<file path="config.mk">
export PLATFORM = sky130hd
export DESIGN_NAME = data_memory_dma
export DESIGN_NICKNAME = d
export VERILOG_FILES = /design/src/rtl/data_memory_dma_pkg.sv /design/src/rtl/data_memory_dma.sv
export SDC_FILE = /design/constraint.sdc
export NUM_CORES = 1
export LEC_CHECK = 0
export BUFFER_PORTS_ARGS = -buffer_cell sky130_fd_sc_hd__buf_4
export CAP_MARGIN = 20
export CORE_ASPECT_RATIO = 0.75
export CORE_MARGIN = 2
export CORE_UTILIZATION = 35
export CTS_CLUSTER_SIZE = 14
export DETAILED_ROUTE_END_ITERATION = 10
export GPL_TIMING_DRIVEN = 0
export SETUP_SLACK_MARGIN = 0.5
export SKIP_CTS_REPAIR_TIMING = 1
export SYNTH_ARGS = -nofsm -noshare
export SYNTH_HDL_FRONTEND = slang
export SYNTH_SLANG_ARGS = --single-unit
</file>
<file path="constraint.sdc">
create_clock -name clock -period 6.1 [get_ports clock]
set_input_delay 1.22 -clock clock [delete_from_list [all_inputs] [get_ports clock]]
set_output_delay 1.22 -clock clock [all_outputs]
set_load 0.02 [all_outputs]
</file>
<file path="src/rtl/data_memory_dma_pkg.sv">
// Shared types and defaults for the data-memory DMA engine.
// Holds the FSM state encoding, transfer-mode encodings and default bus widths.
package data_memory_dma_pkg;

   localparam int DEF_ADDR_WIDTH = 8;
   localparam int DEF_DATA_WIDTH = 8;
   localparam int DEF_LEN_WIDTH  = 8;

   localparam logic MODE_COPY = 1'b0;
   localparam logic MODE_FILL = 1'b1;

   typedef enum logic [2:0] {
      ST_IDLE    = 3'd0,
      ST_READ    = 3'd1,
      ST_CAPTURE = 3'd2,
      ST_WRITE   = 3'd3,
      ST_DONE    = 3'd4
   } state_t;

endpackage

</file>
<file path="src/rtl/data_memory_dma.sv">
// Block copy / block fill engine driving the DataMemory port beside the CPU.
// Strobes come from registers and are masked whenever the CPU holds the memory.
import data_memory_dma_pkg::*;

module data_memory_dma #(
   parameter int ADDR_WIDTH = DEF_ADDR_WIDTH,
   parameter int DATA_WIDTH = DEF_DATA_WIDTH,
   parameter int LEN_WIDTH  = DEF_LEN_WIDTH
) (
   input  logic                  clock,
   input  logic                  reset,
   input  logic                  start,
   input  logic                  mode,
   input  logic [ADDR_WIDTH-1:0] srcAddr,
   input  logic [ADDR_WIDTH-1:0] dstAddr,
   input  logic [LEN_WIDTH-1:0]  length,
   input  logic [DATA_WIDTH-1:0] fillValue,
   input  logic                  cpuHold,
   output logic                  busy,
   output logic                  done,
   output logic [ADDR_WIDTH-1:0] address,
   output logic [DATA_WIDTH-1:0] writeData,
   output logic                  MemRead,
   output logic                  MemWrite,
   input  logic [DATA_WIDTH-1:0] dataOut
);

   state_t                r_state;
   state_t                w_next_state;

   logic                  r_mode;
   logic [ADDR_WIDTH-1:0] r_src;
   logic [ADDR_WIDTH-1:0] r_dst;
   logic [LEN_WIDTH-1:0]  r_len;
   logic [DATA_WIDTH-1:0] r_fill;
   logic [LEN_WIDTH-1:0]  r_index;
   logic [DATA_WIDTH-1:0] r_buffer;
   logic [ADDR_WIDTH-1:0] r_address;
   logic [DATA_WIDTH-1:0] r_write_data;
   logic                  r_mem_read;
   logic                  r_mem_write;
   logic                  r_busy;
   logic                  r_done;

   logic                  w_start;
   logic                  w_mode;
   logic [ADDR_WIDTH-1:0] w_src;
   logic [ADDR_WIDTH-1:0] w_dst;
   logic [LEN_WIDTH-1:0]  w_len;
   logic [DATA_WIDTH-1:0] w_fill;
   logic [LEN_WIDTH-1:0]  w_index_inc;
   logic [LEN_WIDTH-1:0]  w_index_next;
   logic [DATA_WIDTH-1:0] w_buffer_next;
   logic                  w_last;
   logic [ADDR_WIDTH-1:0] w_address_next;
   logic [DATA_WIDTH-1:0] w_write_data_next;
   logic                  w_mem_read_next;
   logic                  w_mem_write_next;

   // start only counts in IDLE; operands are taken straight from the inputs on that edge
   always_comb begin
      w_start       = (r_state == ST_IDLE) && start;
      w_mode        = w_start ? mode      : r_mode;
      w_src         = w_start ? srcAddr   : r_src;
      w_dst         = w_start ? dstAddr   : r_dst;
      w_len         = w_start ? length    : r_len;
      w_fill        = w_start ? fillValue : r_fill;
      w_index_inc   = r_index + LEN_WIDTH'(1);
      w_last        = (w_index_inc == r_len);
      w_buffer_next = (r_state == ST_CAPTURE) ? dataOut : r_buffer;
      if (w_start) begin
         w_index_next = {LEN_WIDTH{1'b0}};
      end else if ((r_state == ST_WRITE) && !cpuHold) begin
         w_index_next = w_index_inc;
      end else begin
         w_index_next = r_index;
      end
   end

   // State register
   always_ff @(posedge clock) begin
      if (reset) begin
         r_state <= ST_IDLE;
      end else begin
         r_state <= w_next_state;
      end
   end

   // Next-state logic
   always_comb begin
      w_next_state = r_state;
      case (r_state)
         ST_IDLE: begin
            if (!start) begin
               w_next_state = ST_IDLE;
            end else if (length == {LEN_WIDTH{1'b0}}) begin
               w_next_state = ST_DONE;
            end else if (mode == MODE_FILL) begin
               w_next_state = ST_WRITE;
            end else begin
               w_next_state = ST_READ;
            end
         end
         ST_READ:    w_next_state = cpuHold ? ST_READ : ST_CAPTURE;
         ST_CAPTURE: w_next_state = ST_WRITE;
         ST_WRITE: begin
            if (cpuHold) begin
               w_next_state = ST_WRITE;
            end else if (w_last) begin
               w_next_state = ST_DONE;
            end else if (r_mode == MODE_FILL) begin
               w_next_state = ST_WRITE;
            end else begin
               w_next_state = ST_READ;
            end
         end
         ST_DONE:    w_next_state = ST_IDLE;
         default:    w_next_state = ST_IDLE;
      endcase
   end

   // Output logic: bus values for the cycle spent in the next state
   always_comb begin
      w_address_next    = r_address;
      w_write_data_next = r_write_data;
      w_mem_read_next   = 1'b0;
      w_mem_write_next  = 1'b0;
      case (w_next_state)
         ST_READ: begin
            w_address_next  = w_src + ADDR_WIDTH'(w_index_next);
            w_mem_read_next = 1'b1;
         end
         ST_WRITE: begin
            w_address_next    = w_dst + ADDR_WIDTH'(w_index_next);
            w_write_data_next = (w_mode == MODE_FILL) ? w_fill : w_buffer_next;
            w_mem_write_next  = 1'b1;
         end
         default: begin
            w_address_next = r_address;
         end
      endcase
   end

   // Operand latches, index counter, capture buffer and registered bus outputs
   always_ff @(posedge clock) begin
      if (reset) begin
         r_mode       <= MODE_COPY;
         r_src        <= {ADDR_WIDTH{1'b0}};
         r_dst        <= {ADDR_WIDTH{1'b0}};
         r_len        <= {LEN_WIDTH{1'b0}};
         r_fill       <= {DATA_WIDTH{1'b0}};
         r_index      <= {LEN_WIDTH{1'b0}};
         r_buffer     <= {DATA_WIDTH{1'b0}};
         r_address    <= {ADDR_WIDTH{1'b0}};
         r_write_data <= {DATA_WIDTH{1'b0}};
         r_mem_read   <= 1'b0;
         r_mem_write  <= 1'b0;
         r_busy       <= 1'b0;
         r_done       <= 1'b0;
      end else begin
         r_mode       <= w_mode;
         r_src        <= w_src;
         r_dst        <= w_dst;
         r_len        <= w_len;
         r_fill       <= w_fill;
         r_index      <= w_index_next;
         r_buffer     <= w_buffer_next;
         r_address    <= w_address_next;
         r_write_data <= w_write_data_next;
         r_mem_read   <= w_mem_read_next;
         r_mem_write  <= w_mem_write_next;
         r_busy       <= (w_next_state != ST_IDLE);
         r_done       <= (w_next_state == ST_DONE);
      end
   end

   // A held READ/WRITE keeps its strobe register set; the CPU mask keeps the bus quiet
   assign MemRead   = r_mem_read  & ~cpuHold;
   assign MemWrite  = r_mem_write & ~cpuHold;
   assign address   = r_address;
   assign writeData = r_write_data;
   assign busy      = r_busy;
   assign done      = r_done;

endmodule

</file>
==> Word-level counts from Yosys, hierarchy flattened <==
Cells that the tools add are included.
{ "op_classes": {"add_sub_neg": 3, "eq_ne": 7, "muxes": 19, "n_bitwise": 3, "reduce_logical": 7} }
{ "ops": {"columns": ["op", "count"], "rows": [
  ["8-bit two-way mux", 7],
  ["8-bit adder", 2],
  ["8-bit case mux with 2 select lines", 1],
  ["3-bit two-way mux", 4],
  ["3-bit case mux with 4 select lines", 1],
  ["3-bit by 2-bit == test with 1-bit output, second input constant", 3],
  ["8-bit by 1-bit adder with 8-bit output, second input constant", 1],
  ["8-bit == test", 1],
  ["8-bit logical NOT", 1],
  ["3-bit by 1-bit == test with 1-bit output, second input constant", 2],
  ["2-bit two-way mux", 3],
  ["3-bit == test, second input constant", 1],
  ["3-bit logical NOT", 1],
  ["1-bit two-way mux", 3],
  ["3-bit nonzero test", 1],
  ["1-bit AND", 2],
  ["1-bit logical AND", 2],
  ["2-bit nonzero test", 1],
  ["1-bit logical NOT", 1],
  ["1-bit NOT", 1]
]} }
{ "word_totals": {"reg_bits": 72, "in_bits": 45, "output_inout_bits": 20, "elab_cells": 53} }

==> Longest topological paths before layout <==
Gate-level depths: netlist of run 1.
{ "logic_depth": {"ltp_word": 7, "mapped_depth": 22, "ltp_nobuf": 18} }

==> Least setup slack after synthesis of run 1 <==
Ideal clock, no wire load.
{ "synth_path": {"path_type": "input to register", "startpoint": "in start", "endpoint": "reg r_address[7], in the netlist address[7]", "setup_time_ns": 0.091, "arrival_ns": 4.554, "required_ns": 6.009, "setup_slack_ns": 1.455, "cell_stages": 14, "cell_sequence": "nor4b_2 buf_2 clkbuf_1 buf_1 mux2i_1 ha_1 a21o_1 a21oi_1 o21bai_1 a21oi_1 o21ai_0 xor2_1 a21o_1 a311oi_1"} }
{ "synth_between": {"elab_chain_cells": 4, "elab_cells_between_ends": 12, "classes_between": "add/sub: 2; eq/ne: 2; mux: 6; reduce/logical: 2"} }
{ "synth_rtl": {"columns": ["item", "line_no", "source"], "rows": [
  ["start: declaration", "data_memory_dma.sv:12", "input logic start,"],
  ["1-bit logical AND or 3-bit two-way mux (tied branches)", "data_memory_dma.sv:62, data_memory_dma.sv:94", null],
  ["8-bit two-way mux, or another cell as far along", "data_memory_dma.sv:65", "w_dst = w_start ? dstAddr : r_dst;"],
  ["8-bit adder, or another cell as far along", "data_memory_dma.sv:134", "w_address_next = w_dst + ADDR_WIDTH'(w_index_next);"],
  ["8-bit case mux with 2 select lines or 2-bit nonzero test (tied branches)", null, null],
  ["end signal: assignment", "data_memory_dma.sv:154", "r_address <= {ADDR_WIDTH{1'b0}};"],
  ["end signal: assignment", "data_memory_dma.sv:168", "r_address <= w_address_next;"],
  ["end: declaration", "data_memory_dma.sv:38", "logic [ADDR_WIDTH-1:0] r_address;"]
]} }
Several ways; a longest one is shown, not always the timed one.
A chain may end at the register's enable or synchronous reset.

==> Worst setup path in the final report of run 1 <==
Ends and elaborated chain as after synthesis.

==> results of run 1 <==
==> metrics by stage <==
stage          setup WS, ns  cells  area [sq um]
6_report             0.8399    606          4524
5_1_grt              0.5440    606          4524
4_1_cts              0.7435    606          4524
3_5_place_dp         0.4326    590          4203
3_3_place_gp         0.4894    589          4195
2_1_floorplan         1.455    394          3557
==> critical path, delay by kind of cell <==
family / cells / cell delay (ns)
xor+xnor: 1 / 0.19
fa+ha+maj: 1 / 0.29
mux: 1 / 0.39
simple gates: 1 / 0.52
buf+inv: 4 / 1.54
compound gates: 7 / 1.35
==> how the worst max path moves through the flow <==
stage          slack, ns   from  cells after the start    endpoint
2_1_floorplan       1.46  start                     14  address[7]
3_3_place_gp        0.49  start                     15  address[7]
3_5_place_dp        0.43  start                     15  address[7]
4_1_cts             0.74  start                     15  address[7]
5_1_grt             0.54  start                     15  address[7]
6_report            0.84  start                     15  address[7]
==> layout make-up <==
cell class	count	area, sq um
fillers	979	5250
multi-input cells	294	1944
flip-flops and latches	72	1441
repair buffers	64	480.5
clock buffers	9	225.2
well taps	132	165.2
plain buffers	24	156.4
clock inverters	7	96.34
inverters	4	15.01
==> state kept, by name, summed over array words and instances (netlist names) <==
name / flops
r_mem_read: 1
r_index: 8
r_state: 3
r_mem_write: 1
r_src: 8
busy: 1
done: 1
writeData: 8
r_buffer: 8
r_dst: 8
r_mode: 1
address: 8
r_fill: 8
r_len: 8
==> cell families (layout without fill, tap and decap cells) <==
| group | count (synthesis) | count (layout) | synth area share [%] |
|---|---|---|---|
| fa+ha+maj | 9 | 9 | 3.377 |
| simple gates | 148 | 148 | 18.68 |
| xor+xnor | 21 | 21 | 5.171 |
| buf+inv | 28 | 108 | 4.819 |
| compound gates | 56 | 56 | 10.55 |
| mux | 60 | 60 | 16.88 |
| flops | 72 | 72 | 40.52 |
==> routing by layer <==
| metal | vias up | track usage (%) | routed length (um) | share of wire (%) |
|---|---|---|---|---|
| met3 | 2 | 6.219 | 643 | 7.3 |
| met1 | 1390 | 23.52 | 4364 | 50 |
| met2 | 88 | 24.72 | 3771 | 43 |
| met4 | 0 | 3.198 | 27 | 0.31 |
| met5 | - | 0 | 0 | 0 |
| li1 | 1510 | - | - | - |
==> cell usage in the layout (no fill, tap or decap), types with 2 or more instances in the layout <==
master and instances:
a211o_1 2, a211oi_1 2, a21o_1 3, a21oi_1 32
and2_1 3, buf_1 2, buf_12 2, buf_2 3
buf_4 65, buf_6 2, bufinv_16 2, clkbuf_1 13
clkbuf_16 9, clkinvlp_4 3, dfxtp_1 72, ha_1 8
inv_1 4, mux2i_1 60, nand2_1 54, nand3_1 6
nand3b_1 3, nand4_1 2, nor2_1 51, nor2b_1 3
nor3_1 14, nor4_1 4, o21ai_0 4, o21bai_1 2
xnor2_1 14, xor2_1 7
==> power by group <==
part | total [uW] | switching (uW) | internal [uW]
registers | 542 | 24.5 | 517
clock network | 565 | 207 | 357
logic | 393 | 211 | 182
==> metrics.txt, run 1 <==
outcome=complete, no violations; largest net degree at the start of global routing=14; maximum clock rate=0.1901 GHz; setup TNS=0 ns; drt wl/cell=14.53 um; Root Buffer=clkbuf_16; DRC viols=0; Synth top area share=40.52%; max_cap viols=0; r2r startpoint=r_state[2]; global-route usage over all layers=16.78%; pwr dens=331.4 nW/um^2; antenna cells=0; worst hold path type=flip-flop to flip-flop; Synth Flop Type=dfxtp_1; final core utilization=46.29%; Nets=523; async set or reset register ratio after synthesis=0%; Routability Congestion=0.8412; first-pass GRT wire length=14,320 um; Worst slew margin=37.03%; post-synthesis cell area=3557 sq um; Worst R2R End=address[7]; Peak supply drop=160.0 uV; Yosys Warn Count=0; R2R setup slack=1.25 ns; CP Max Fanout=10; Pre-antenna DRT Iters=4; Final Max Tran Viols=0; Commonest cells post-synth=72 x dfxtp_1, 60 x mux2i_1, 54 x nand2_1; crit end category=flip-flop; number of flops mapped to enable cells by yosys=0; origin of the worst min-delay path=r_dst[6]; H-tree levels=3; number of CTS-inserted buffers=9; vias in the first global route=2,839; CP Cell Sequence=buf_4 -> nor4b_2 -> buf_2 -> clkbuf_1 -> buf_1 -> mux2i_1 -> ha_1 -> a21o_1 -> a21oi_1 -> o21bai_1 -> a21oi_1 -> o21ai_0 -> xor2_1 -> a21o_1 -> a311oi_1; mean post-synth cell area=9.028 sq um; Core Region=9774 sq um; endpoints failing setup=0; Die Area=10,990 sq um; critical path class=input pin to flip-flop; initial antenna violation count=0; critical path's largest stage delay=0.56 ns; vias=2,990; Crit path required time=6.34 ns; Final min period=5.260 ns; deepest clock path buffer count=2; Post-DP HPWL=6649 um; via density per instance=4.934; Setup Skew=0.005131 ns; endpoint of the worst hold path=r_dst[6]; Unique masters post-synth=48; Routed Antenna Nets=0; Area Overhead vs Synth=27.19%; Worst-Skew Late Latency=0.34 ns; period utilisation layout=86.23%; CP Data Arrival Time=5.50 ns; Die X=120.4 um; register bit total from synthesis=72; layout cells sized above 1=20.25%; syn_nets=448; clock slew seen by the registers of the worst setup and hold paths=0.06 ns; DRT iter0 DRCs=190; total power draw=1499 uW; Top Ports=65; hold slack final=0.4529 ns; count leader, synth=dfxtp_1; Syn Inst Count=394; top post-synthesis cells by area=dfxtp_1 41%, mux2i_1 17%, nand2_1 5.7%; P_leak=0.002007 uW; RSZ-0062 raised after global routing=false; Startpoint Class=input pin; GRT Residual Overflow=0; Worst Hold Depth=2; Slowest cell on crit path=buf_1; Initial Utilization=36.39%; DIE HEIGHT=91.31 um; IO buf count=63; R2R depth=15; final WL=8806 um; area leader, netlist=dfxtp_1; Rows=31; sequential-to-total area share from yosys stat=40.52%; Worst-Margin Slew=0.9410 ns; final hold viol count=0; CTS tree=built; clock sink count=72
Power figures use the tool's default switching activity.
==> run 2: changes to the inputs <==
--- a/config.mk
+++ b/config.mk
@@ -5,14 +5,16 @@
 export SDC_FILE = /design/constraint.sdc
 export NUM_CORES = 1
 export LEC_CHECK = 0
-export BUFFER_PORTS_ARGS = -buffer_cell sky130_fd_sc_hd__buf_4
+export ABC_CLOCK_PERIOD_IN_PS = 6100
 export CAP_MARGIN = 20
 export CORE_ASPECT_RATIO = 0.75
 export CORE_MARGIN = 2
 export CORE_UTILIZATION = 35
 export CTS_CLUSTER_SIZE = 14
 export DETAILED_ROUTE_END_ITERATION = 10
+export DONT_BUFFER_PORTS = 1
 export GPL_TIMING_DRIVEN = 0
+export MAX_ROUTING_LAYER = met4
 export SETUP_SLACK_MARGIN = 0.5
 export SKIP_CTS_REPAIR_TIMING = 1
 export SYNTH_ARGS = -nofsm -noshare
==> run 2 against run 1 <==
Net effect: critical path depth down 1; sequential cell count unchanged; critical endpoint unchanged; global-route usage up 0.38 points; sequential power up 3.9%; final cell count down 11%; via count down 6.6%.
==> metrics.txt, run 2 (synthesis results as in run 1) <==
outcome=complete, no violations; CP Data Arrival Time=5.26 ns; via density per instance=5.155; Die Area=10,990 sq um; CP Max Fanout=10; Post-DP HPWL=6514 um; layout cells sized above 1=7.805%; CP Cell Sequence=nor4b_2 -> buf_2 -> clkbuf_1 -> clkbuf_2 -> mux2i_1 -> ha_1 -> a21o_1 -> a21oi_1 -> o21bai_1 -> a21oi_1 -> o21ai_0 -> xor2_1 -> a21o_1 -> a311oi_1; crit end category=flip-flop; number of CTS-inserted buffers=9; vias=2,794; critical path's largest stage delay=0.52 ns; Initial Utilization=36.39%; critical path class=input pin to flip-flop; initial antenna violation count=0; Worst-Margin Slew=0.9661 ns; vias in the first global route=2,685; Startpoint Class=input pin; DRT iter0 DRCs=192; Routability Congestion=0.8102; Final min period=5.013 ns; H-tree levels=3; setup TNS=0 ns; worst hold path type=flip-flop to flip-flop; endpoints failing setup=0; Peak supply drop=184.1 uV; Setup Skew=0.007181 ns; DIE HEIGHT=91.31 um; global-route usage over all layers=17.16%; Crit path required time=6.35 ns; Rows=31; CTS tree=built; Slowest cell on crit path=nor4b_2; clock sink count=72; period utilisation layout=82.18%; Worst-Skew Late Latency=0.34 ns; clock slew seen by the registers of the worst setup and hold paths=0.06 ns; pwr dens=357.3 nW/um^2; largest net degree at the start of global routing=13; RSZ-0062 raised after global routing=false; Die X=120.4 um; Fill cells=979; Core Region=9774 sq um; Worst slew margin=35.35%; drt wl/cell=15.94 um; DRC viols=0; Final Max Tran Viols=0; Root Buffer=clkbuf_16; max_cap viols=0; commonest non-fill, non-tap cell in the layout=dfxtp_1; Top Ports=65; Pre-antenna DRT Iters=4; Routed Antenna Nets=0; IO buf count=0; GRT Residual Overflow=0; total power draw=1444 uW; P_leak=0.001701 uW; final hold viol count=0; Nets=460; final WL=8641 um; antenna cells=0; most frequent cells in the layout=72 x dfxtp_1, 60 x mux2i_1, 54 x nand2_1; first-pass GRT wire length=14,080 um; deepest clock path buffer count=2; maximum clock rate=0.1995 GHz; Area Overhead vs Synth=13.65%
-- run 2: cell types whose count changed in the layout (fill, tap and decap cells not counted) --
cell,delta
buf_1,-1
buf_4,-63
clkbuf_1,+1
clkbuf_2,+1
clkinv_4,+1
clkinvlp_4,-3
-- run 2: through the flow --
| stage | util [%] | area [sq um] | instances | hold WS (ns) | setup slack [ns] |
|---|---|---|---|---|---|
| final | 41.36 | 4043 | 542 | 0.4528 | 1.087 |
| after global routing | 41.36 | 4043 | 542 | 0.4762 | 0.6829 |
| after CTS | 41.35 | 4041 | 542 | 0.4559 | 0.9131 |
| after detailed placement | 38.16 | 3730 | 527 | 0.4479 | 0.5535 |
| after global placement | 38.08 | 3722 | 526 | 0.4417 | 0.6363 |
| after floorplan | - | 3557 | 394 | 0.4357 | 1.455 |
-- run 2: path summary, 6_finish.rpt --
check,start,endpoint,slack (ns),depth (start not counted)
worst max-delay path,start,address[7],1.09,14
worst min-delay path,r_dst[5],r_dst[5],0.45,2
worst max register to register,r_index[0],address[7],1.36,21
worst min register to register,r_dst[5],r_dst[5],0.45,2
-- run 2: worst max-delay path: cells and delay by family --
kind / cells / cell delay [ns]
adders and majority gates: 1 / 0.29
muxes: 1 / 0.35
AOI/OAI and AO/OA: 7 / 1.35
xor gates and xnor gates: 1 / 0.19
buffers and inverters: 3 / 1.33
and+or+nand+nor: 1 / 0.52
-- run 2: cell type report --
| type | count | area, sq um | area share (%) |
|---|---|---|---|
| multi-input cells | 294 | 1944 | 48.10 |
| clock inverters | 5 | 82.58 | 2.043 |
| clock buffers | 10 | 229.0 | 5.664 |
| repair buffers | 1 | 7.507 | 0.1857 |
| plain buffers | 24 | 157.7 | 3.900 |
| inverters | 4 | 15.01 | 0.3714 |
| flip-flops and latches | 72 | 1441 | 35.65 |
| well taps | 132 | 165.2 | 4.085 |
-- run 2: report_power, final --
part	internal, uW	switching, uW	leakage (uW)
combinational	146	178	0.000961
sequential	517	46.0	0.000588
clock	356	201	0.000153
total	1020	425	0.00170
-- run 2: metal layers --
| metal | global-route usage, % | wire length, um | share of wire [%] |
|---|---|---|---|
| met1 | 23.43 | 4427 | 51 |
| met3 | 6.533 | 547 | 6.3 |
| met4 | 5.523 | 114 | 1.3 |
| met2 | 23.16 | 3552 | 41 |
| met5 | - | 0 | 0 |
